### config.mk
export PLATFORM = sky130hd
export DESIGN_NAME = sr_pulse_gen
export DESIGN_NICKNAME = d
export VERILOG_FILES = /design/src/rtl/sr_pulse_gen.sv
export SDC_FILE = /design/constraint.sdc
export NUM_CORES = 1
export LEC_CHECK = 0
export CORE_UTILIZATION = 48
export DETAILED_ROUTE_END_ITERATION = 6
export HOLD_SLACK_MARGIN = 0.1
export PLACE_DENSITY_LB_ADDON = 0.05
export SLEW_MARGIN = 20
export SYNTH_ARGS = -nofsm -noshare
export SYNTH_HDL_FRONTEND = slang
export SYNTH_SLANG_ARGS = --single-unit
export TNS_END_PERCENT = 50
### constraint.sdc
create_clock -name clk -period 1.2 [get_ports clk]
set_input_delay 0.24 -clock clk [delete_from_list [all_inputs] [get_ports clk]]
set_output_delay 0.24 -clock clk [all_outputs]
set_load 0.005 [all_outputs]
### src/rtl/sr_pulse_gen.sv
// Debounced set/reset pulse generator: two bouncing buttons in, one-cycle S/R pulses out.
// Latency DEBOUNCE+2 edges from first clean sample; no backpressure; define SR_CONFLICT_EN for the conflict output.
module sr_pulse_gen #(
    parameter int DEBOUNCE = 4,
    parameter int CNT_W    = $clog2(DEBOUNCE) + 1
) (
    input  logic clk,
    input  logic rst_n,
    input  logic btn_set,
    input  logic btn_rst,
    output logic S,
    output logic R
`ifdef SR_CONFLICT_EN
    ,
    output logic conflict
`endif
);

    typedef enum logic [1:0] {
        IDLE   = 2'd0,
        ARM    = 2'd1,
        HELD   = 2'd2,
        DISARM = 2'd3
    } state_t;

    localparam logic [CNT_W-1:0] CNT_MAX = CNT_W'(DEBOUNCE);
    localparam logic [CNT_W-1:0] CNT_ONE = CNT_W'(1);

    // Channel 0 is set, channel 1 is reset.
    logic [1:0]       sync1_q, sync1_d;
    logic [1:0]       sync2_q, sync2_d;
    state_t           state_q [2];
    state_t           state_d [2];
    logic [CNT_W-1:0] cnt_q   [2];
    logic [CNT_W-1:0] cnt_d   [2];
    logic [1:0]       pulse;
    logic             s_q, s_d;
    logic             r_q, r_d;
    logic             conflict_q, conflict_d;

    always_comb begin
        sync1_d = {btn_rst, btn_set};
        sync2_d = sync1_q;
        pulse   = 2'b00;
        for (int i = 0; i < 2; i++) begin
            state_d[i] = state_q[i];
            cnt_d[i]   = cnt_q[i];
            case (state_q[i])
                IDLE: begin
                    if (sync2_q[i]) begin
                        state_d[i] = ARM;
                        cnt_d[i]   = CNT_ONE;
                    end
                end
                ARM: begin
                    if (!sync2_q[i]) begin
                        state_d[i] = IDLE;
                        cnt_d[i]   = '0;
                    end else if (cnt_q[i] == CNT_MAX) begin
                        state_d[i] = HELD;
                        cnt_d[i]   = '0;
                        pulse[i]   = 1'b1;
                    end else begin
                        cnt_d[i] = cnt_q[i] + CNT_ONE;
                    end
                end
                HELD: begin
                    if (!sync2_q[i]) begin
                        state_d[i] = DISARM;
                        cnt_d[i]   = CNT_ONE;
                    end
                end
                DISARM: begin
                    if (sync2_q[i]) begin
                        state_d[i] = HELD;
                        cnt_d[i]   = '0;
                    end else if (cnt_q[i] == CNT_MAX) begin
                        state_d[i] = IDLE;
                        cnt_d[i]   = '0;
                    end else begin
                        cnt_d[i] = cnt_q[i] + CNT_ONE;
                    end
                end
                default: begin
                    state_d[i] = IDLE;
                    cnt_d[i]   = '0;
                end
            endcase
        end
        // Reset wins a same-cycle collision; the set pulse is dropped outright.
        r_d        = pulse[1];
        s_d        = pulse[0] & ~pulse[1];
        conflict_d = pulse[0] & pulse[1];
    end

    always_ff @(posedge clk or negedge rst_n) begin
        if (!rst_n) begin
            sync1_q    <= '0;
            sync2_q    <= '0;
            state_q[0] <= IDLE;
            state_q[1] <= IDLE;
            cnt_q[0]   <= '0;
            cnt_q[1]   <= '0;
            s_q        <= 1'b0;
            r_q        <= 1'b0;
            conflict_q <= 1'b0;
        end else begin
            sync1_q    <= sync1_d;
            sync2_q    <= sync2_d;
            state_q[0] <= state_d[0];
            state_q[1] <= state_d[1];
            cnt_q[0]   <= cnt_d[0];
            cnt_q[1]   <= cnt_d[1];
            s_q        <= s_d;
            r_q        <= r_d;
            conflict_q <= conflict_d;
        end
    end

    assign S = s_q;
    assign R = r_q;
`ifdef SR_CONFLICT_EN
    assign conflict = conflict_q;
`else
    logic unused_conflict;
    assign unused_conflict = conflict_q;
`endif

endmodule

=== Yosys cells after proc, flatten, opt, wreduce, memory -nomap -nowiden ===
Index checks and enable logic that the tools add are counted.

* Multiplexer cells: 32
* Add/subtract/negate cells: 2
* Bitwise gates (word level): 2
* Equality and inequality tests: 16
* Reduce and logical (&&, ||, !) cells: 6

{| class="wikitable"
|+ Operator list
! kind !! number
|-
| two-way mux 3 bit || 10
|-
| two-way mux 2 bit || 12
|-
| case mux 3 bit (4 select lines) || 2
|-
| case mux 2 bit (4 select lines) || 2
|-
| != test 3 bit, second input constant || 4
|-
| equality test 2 bit, second input constant || 4
|-
| != test 2 bit, second input constant || 4
|-
| AND reduction 4 bit || 2
|-
| adder 3 x 1 -> 3 bit, second input constant || 2
|-
| equality test 3 bit, second input constant || 2
|-
| two-way mux 1 bit || 6
|-
| equality test 2 x 1 -> 1 bit, second input constant || 2
|-
| zero test 2 bit || 2
|-
| AND reduction 2 bit || 2
|-
| AND 1 bit || 1
|-
| inverter 1 bit || 1
|}

* Bits in registers: 16
* Bits of input ports: 4
* Logic and storage cells: 66

=== Longest topological paths before layout ===
* Word-level depth: 6
* Depth in mapped cells: 5
* Gate-level depth less buffers: 5

=== Worst setup path after synthesis ===
OpenSTA, ideal clock, no wires.

* Path type: flip-flop to flip-flop
* From: register cnt_q[0] in the netlist's numbering
* To: register with a tool-made name
* Library setup time: 128 ps
* Slack: 50 ps
* Buffers on the path: 0
* Cell stages (with the launch flop): 5
* Data arrival time: 1,023 ps
* Clock period less this slack: 1,150 ps
* Cell sequence: dfrtp_1 > inv_1 > ha_1 > nand3_2 > mux2_1

{| class="wikitable"
|+ RTL lines
! item !! RTL line !! RTL
|-
| from (decl) || 34 || <nowiki>logic [CNT_W-1:0] cnt_q [2];</nowiki>
|}

=== Final worst setup path ===
* From: register r_q (netlist: R)
* To: output R

{| class="wikitable"
|+ RTL lines
! item !! RTL line !! RTL
|-
| from (decl) || 38 || <nowiki>logic r_q, r_d;</nowiki>
|-
| from (signal assigned) || 115 || <nowiki>r_q <= r_d;</nowiki>
|-
| to (decl) || 12 || <nowiki>output logic R</nowiki>
|}

No word-level cell between the ends.

==> reports/qor.yml <==
run_status:
  status: "complete, no violations"
clock_network:
  clkTransAtPathRegs_ps: 90
  root_buffer: "clkbuf_4"
  clk_path_buf_depth: 2
  clk_latency_ps: 280
  cts_tree: "done"
  clock_sinks: 16
  cts_hold_buf: 0
  cts_buffers: 3
  htreeDepth: 1
sta:
  maxSlewHeadroom_pct: 81.7
  finClkSkew_ps: 3.80
  hold_violations: 0
  fin_crit_sh_pct: 95.9
  rsz0062_at_grt: "yes"
  slew_viol_final: 0
  setup_viol: 0
  worst_pin_slew_ps: 274
  max_freq_mhz: 869
  fin_crit_ps: 1150
  setup_tns_ps: 0
worst_setup_path:
  r2r_slack_ps: 60
  r2r-start: "cnt_q[0]"
  path_buf_inv: 1
  critPathRequiredTime_ps: 960
  cp.arrival_ps: 910
  cp_max_fo: 1
  start_kind: "flop"
  worst_path_dominant_cell_family: "flip-flops"
  cp_cell_sequence: "dlygate4sd2_1"
  rr_worst_depth: 5
  cpPeakStageDelay_ps: 370
  cp_slowest_cell: "dfrtp_1"
  end_kind: "output pin"
  timing.rr.end: "S"
  crit_type: "flop to output pin"
global_routing:
  grt_max_degree: 17
  grt-ovfl-total: 0
  grt_usage_pct: 18.9
  antenna_found_initial: 0
  grt_pass1_wl_um: 1870
  grt_pass1_vias: 422
placed_design:
  place.port_buffers: 5
  placed_area_um2: 807
  place_inst: 82
  place.gp.congestion: 0.738
  place_hpwl_um: 729
synthesis:
  yosys-top-cells-area: "dfrtp_1 (57%), ha_1 (7.1%), xor2_2 (4.6%)"
  ys_seq_elements: 16
  ys.flop_type: "dfrtp_1"
  synthArstFlopShare_pct: 100
  synth_warnings: 0
  synth-edff-count: 0
  synth_top_area_share_pct: 57.1
  syn_area_per_cell_um2: 12.3
  syn_nets: 65
  synthCells: 57
  yosys.cell_types.count: 21
  netlist_area_um2: 701
  yosysSeqAreaShare_pct: 57.1
  synth_top_area_cell: "dfrtp_1"
route:
  firstDrtPassIters: 4
  viasPerCell: 5.20
  detail_route.wl_per_cell_um: 13.8
  final_antenna_net_count: 0
  post-route-drc-count: 0
  drt_wl_total_um: 1230
  vias: 463
  drt-initial-drc-count: 3
final_layout:
  post_layout_nonfiller_instances: 89
  insertedDiodeCount: 0
  final_area_um2: 935
  drive_above_1_share_pct: 41.9
  nets: 83
  syn_to_final_growth_pct: 33.4
  fin_util_pct: 70.1
power:
  peakVddDrop_v: 0.00123
  p_leak_nw: 0.417
  power.density_mw_per_mm2: 2020
floorplanning:
  die_area_mm2: 0.00162
  io_pins: 6
  start_util_pct: 52.5
  fp.dieH_um: 40.2
  rows: 13
  core_area_mm2: 0.00133
  die_x_um: 40.2
job:
  drv_cap: 0
min_path:
  hold_class: "primary input to async pin"
## placed cells by master (no fill, tap or decap), drive strengths merged
| cell type | Yosys | layout |
|---|---|---|
| a21oi | 2 | 2 |
| a22oi | 1 | 1 |
| and2 | 2 | 2 |
| buf | 0 | 8 |
| clkbuf | 0 | 4 |
| clkdlybuf4s50 | 0 | 3 |
| dfrtp | 16 | 16 |
| dlygate4sd2 | 0 | 2 |
| ha | 4 | 4 |
| inv | 5 | 5 |
| mux2 | 2 | 2 |
| mux2i | 1 | 1 |
| nand2 | 7 | 7 |
| nand2b | 1 | 1 |
| nand3 | 4 | 4 |
| nor2 | 2 | 2 |
| nor3b | 2 | 2 |
| nor4b | 1 | 1 |
| o22ai | 2 | 2 |
| o31ai | 2 | 2 |
| xnor2 | 1 | 1 |
| xor2 | 2 | 2 |
## final cells by class
| cell class | count | area (µm²) |
|---|---|---|
| Fill cell | 110 | 399 |
| Tap cell | 15 | 18.8 |
| Sequential cell | 16 | 402 |
| Multi-Input combinational cell | 36 | 352 |
| Timing Repair Buffer | 13 | 108 |
| Inverter | 5 | 18.8 |
| Clock buffer | 4 | 36.3 |
## cell usage after synthesis (2+ instances only)
cell and n:
nand3_1 3, ha_1 4, xor2_2 2, and2_1 2, nand2_1 7, a21oi_1 2
o31ai_1 2, dfrtp_1 16, inv_1 5, mux2_1 2, nor2_1 2
## layer usage
metal | GRT usage (%) | up-vias | wire (µm)
met5 | 0 | - | 0
met2 | 31.9 | 7 | 621
li1 | - | 227 | -
met4 | 5.00 | 0 | 0
met1 | 24.2 | 229 | 573
met3 | 5.00 | 0 | 30
## repair_timing
action	CTS	global route
resized for setup	6	14
gates cloned	0	0
pin swaps	1	2
buffers inserted	2	1
endpoints found under the setup margin	6	5
## how the worst max path moves through the flow
stage / from / endpoint / slack (ps) / depth (start not counted)
after global routing: cnt_q[4] / flop / 0.07 / 4
final: R / R / 50 / 1
after global placement: cnt_q[0] / S / -30 / 5
after CTS: cnt_q[0] / S / 3 / 5
after detailed placement: cnt_q[0] / S / -40 / 5
after floorplan: cnt_q[0] / flop / 50 / 4
## report_power, final
group | total [mW] | switching [mW] | internal [mW]
sequential | 0.811 | 0.141 | 0.669
combinational | 0.734 | 0.342 | 0.391
clock | 0.347 | 0.163 | 0.184
total | 1.89 | 0.646 | 1.24
## kinds of logic after synthesis
group / after synthesis / synth area share, %
compound gates: 7 / 7.32
buf+inv: 5 / 2.68
fa+ha+maj: 4 / 7.14
mux: 3 / 4.64
xor+xnor: 3 / 5.89
flops: 16 / 57.1
simple gates: 19 / 15.2
## metrics by stage
step	hold slack [ps]	setup slack (ps)	power, mW
after floorplan	-55.6	49.7	1.12
after global placement	332	-32.6	1.30
after detailed placement	339	-44.0	1.31
after CTS	270	3.00	1.72
after global routing	286	0.0708	2.02
final	268	49.2	1.89
Note: power is estimated with default switching activity, not from simulation.
==> RTL change (same flow settings) <==
The option `SR_CONFLICT_EN` is turned on by a define.
--- a/src/rtl/sr_pulse_gen.sv
+++ b/src/rtl/sr_pulse_gen.sv
@@ -1,5 +1,7 @@
 // Debounced set/reset pulse generator: two bouncing buttons in, one-cycle S/R pulses out.
 // Latency DEBOUNCE+2 edges from first clean sample; no backpressure; define SR_CONFLICT_EN for the conflict output.
+`define SR_CONFLICT_EN
+
 module sr_pulse_gen #(
     parameter int DEBOUNCE = 4,
     parameter int CNT_W    = $clog2(DEBOUNCE) + 1
Function (old outputs only; new: conflict): kept (equiv_simple and equiv_induct, registers matched by name and starting in step).
==> RTL change against the unedited design <==
- the run now ends with setup timing left
- sequential share of layout area up 1.4 points
- power grew 2.9%
- critical path depth grew 3
- clock skew grew 1.3 ps
- worst setup slack lost 50 ps
- clock power is 14% lower
- register-to-register slack worse by 60 ps
- global-route usage fell by 1.8 points
- design area increased by 2.7%
- first-iteration DRC count rose to 4.0 times the old value
- wire length fell by 3.1%
- synthesized area grew 0.36%
- sequential power up 2%
- sequential cell count increased by 1
==> RTL change: results (changes against the unedited design) <==
The run finished, with violations left. The checks that failed: setup timing. The final setup skew was 5.092 ps (was 3.800 ps).

The leakage power of the design was 0.4422 nW (was 0.4168 nW). The mean number of vias per cell works out to 4.969 (was 5.202). The tools report the total routing resource utilization after global routing as 17.18% (was 18.93%).

Most common library cells after synthesis: sky130_fd_sc_hd__dfrtp_1 (17), sky130_fd_sc_hd__nand2_1 (8), sky130_fd_sc_hd__inv_1 (5) (was sky130_fd_sc_hd__dfrtp_1 (16), sky130_fd_sc_hd__nand2_1 (7), sky130_fd_sc_hd__inv_1 (5)). The longest individual stage delay on the worst path is 400 ps (was 370 ps), and the number of endpoints failing setup at the final stage is 1 (was 0). The tools report the number of global-route vias before repair as 432 (was 422). The highest ir drop seen on vdd is 1405 uV (was 1230 uV), and the transition at the pin with the smallest max-transition slack is 298.0 ps (was 273.7 ps). The number of DRC markers after the initial detailed-route iteration is 12 (was 3). The tools report the worst reg2reg path startpoint as cnt_q[4]$_DFFE_PN0P_ (was cnt_q[0]$_DFFE_PN0P_). Number of buffers inserted by port buffering: 6 (was 5). Largest cells by area after synthesis: sky130_fd_sc_hd__dfrtp_1 (60%), sky130_fd_sc_hd__ha_1 (7.1%), sky130_fd_sc_hd__nand2_1 (4.3%), sky130_fd_sc_hd__mux2i_1 (2.8%), sky130_fd_sc_hd__inv_1 (2.7%) (was sky130_fd_sc_hd__dfrtp_1 (57%), sky130_fd_sc_hd__ha_1 (7.1%), sky130_fd_sc_hd__xor2_2 (4.6%), sky130_fd_sc_hd__nand2_1 (3.8%), sky130_fd_sc_hd__mux2_1 (3.2%)). The maximum fanout encountered on the critical timing path is 3 (was 1). The logs give 60.50% (was 57.14%) for the share of synthesized area occupied by flip-flops and latches and 1759 um (was 1869 um) for the first-pass GRT wire length. The required time reported for the critical path endpoint is 1380 ps (was 960 ps).

The largest net degree at the start of global routing came out at 18 (was 17). The final setup slack of the worst path is -0.3837 ps (was 49.16 ps), and the adder and majority cell fraction of the synthesized area is 7.117% (was 7.143%). The dominant register cell in the synthesized netlist was sky130_fd_sc_hd__dfrtp_1 (unchanged). The worst-case reg-to-reg path depth was 4 (was 5); the last weighted congestion value of the routability-driven placer was 0.8019 (was 0.7377). The filler cell count in the final layout was 106 (was 110).

Fraction of synthesized area in multiplexers: 4.448% (was 4.643%). The number of nets in the final layout is 91 (was 83), and the placed wire-length estimate is 789.4 um (was 729.3 um). For the post-detailed-routing wire length, the log shows 1188 um (was 1226 um). The xor and xnor area share after synthesis was 3.737% (was 5.893%). The net count after synthesis is 69 (was 65), and the complex-gate fraction of the synthesized area is 6.406% (was 7.321%). For the post-placement cell area, the log shows 860.8 um2 (was 807.0 um2).
## RTL change: repair_timing
action / in CTS / in global routing
setup endpoints to repair: 6 / 7
gates resized for setup: 5 / 12
hold endpoints to repair: 0 / 0
pin swaps: 0 / 2
setup buffers: 0 / 2
## RTL change: worst max-delay path: cells and delay by family, from the launching register on
| kind | cells | cell delay [ps] |
|---|---|---|
| buffers and inverters | 1 | 90 |
| DFF | 1 | 400 |
| and+or+nand+nor | 1 | 180 |
| adders and majority gates | 1 | 130 |
| muxes | 1 | 290 |
## RTL change: worst max path at each step
stage	start	end	slack, ps	cells past startpoint
finish	cnt_q[4]$_DFFE_PN0P_	flip-flop	-0.4	4
detailed placement	cnt_q[4]$_DFFE_PN0P_	flip-flop	-20	4
floorplan	cnt_q[3]$_DFFE_PN0P_	flip-flop	-3	4
global placement	cnt_q[0]$_DFFE_PN0P_	S$_DFF_PN0_	-40	5
CTS	cnt_q[3]$_DFFE_PN0P_	flip-flop	-20	4
global route	cnt_q[4]$_DFFE_PN0P_	conflict$_DFF_PN0_	-50	5
## RTL change: layout make-up
type / instances / area share, %
repair buffers: 17 / 14.60
well taps: 15 / 1.956
clock buffers: 4 / 2.738
inverters: 5 / 1.956
flip-flops and latches: 17 / 44.33
multi-input cells: 39 / 34.42
## RTL change: logic make-up after synthesis
family / Yosys count
adder cells (fa/ha/maj): 4
AND/OR/NAND/NOR: 22
AO/OA/AOI/OAI: 7
flip-flops: 17
multiplexers: 3
buffers and inverters: 5
XOR/XNOR: 3
## RTL change: report_power, final
part	switching (mW)	leakage [nW]	total [mW]	internal, mW
logic	0.357	0.212	0.817	0.460
clock network	0.171	0.0150	0.300	0.129
registers	0.128	0.216	0.829	0.701
total	0.655	0.442	1.95	1.29
## RTL change: per-stage QoR
stage          cells  setup TNS (ps)  hold slack (ps)
2_1_floorplan     61          -3.095           -55.59
3_3_place_gp      91          -42.55            335.7
3_5_place_dp      91          -26.84            340.2
4_1_cts           95          -19.68            265.0
5_1_grt           97          -101.7            303.8
6_report          97         -0.3837            254.4
## RTL change: layer usage
metal  wire, um  vias up  global-route usage (%)
met1        620      224                   24.46
met2        493       11                   23.39
met5          0        -                       0
li1           -      245                       -
met4         16        0                   10.00
met3         59        2                   4.444
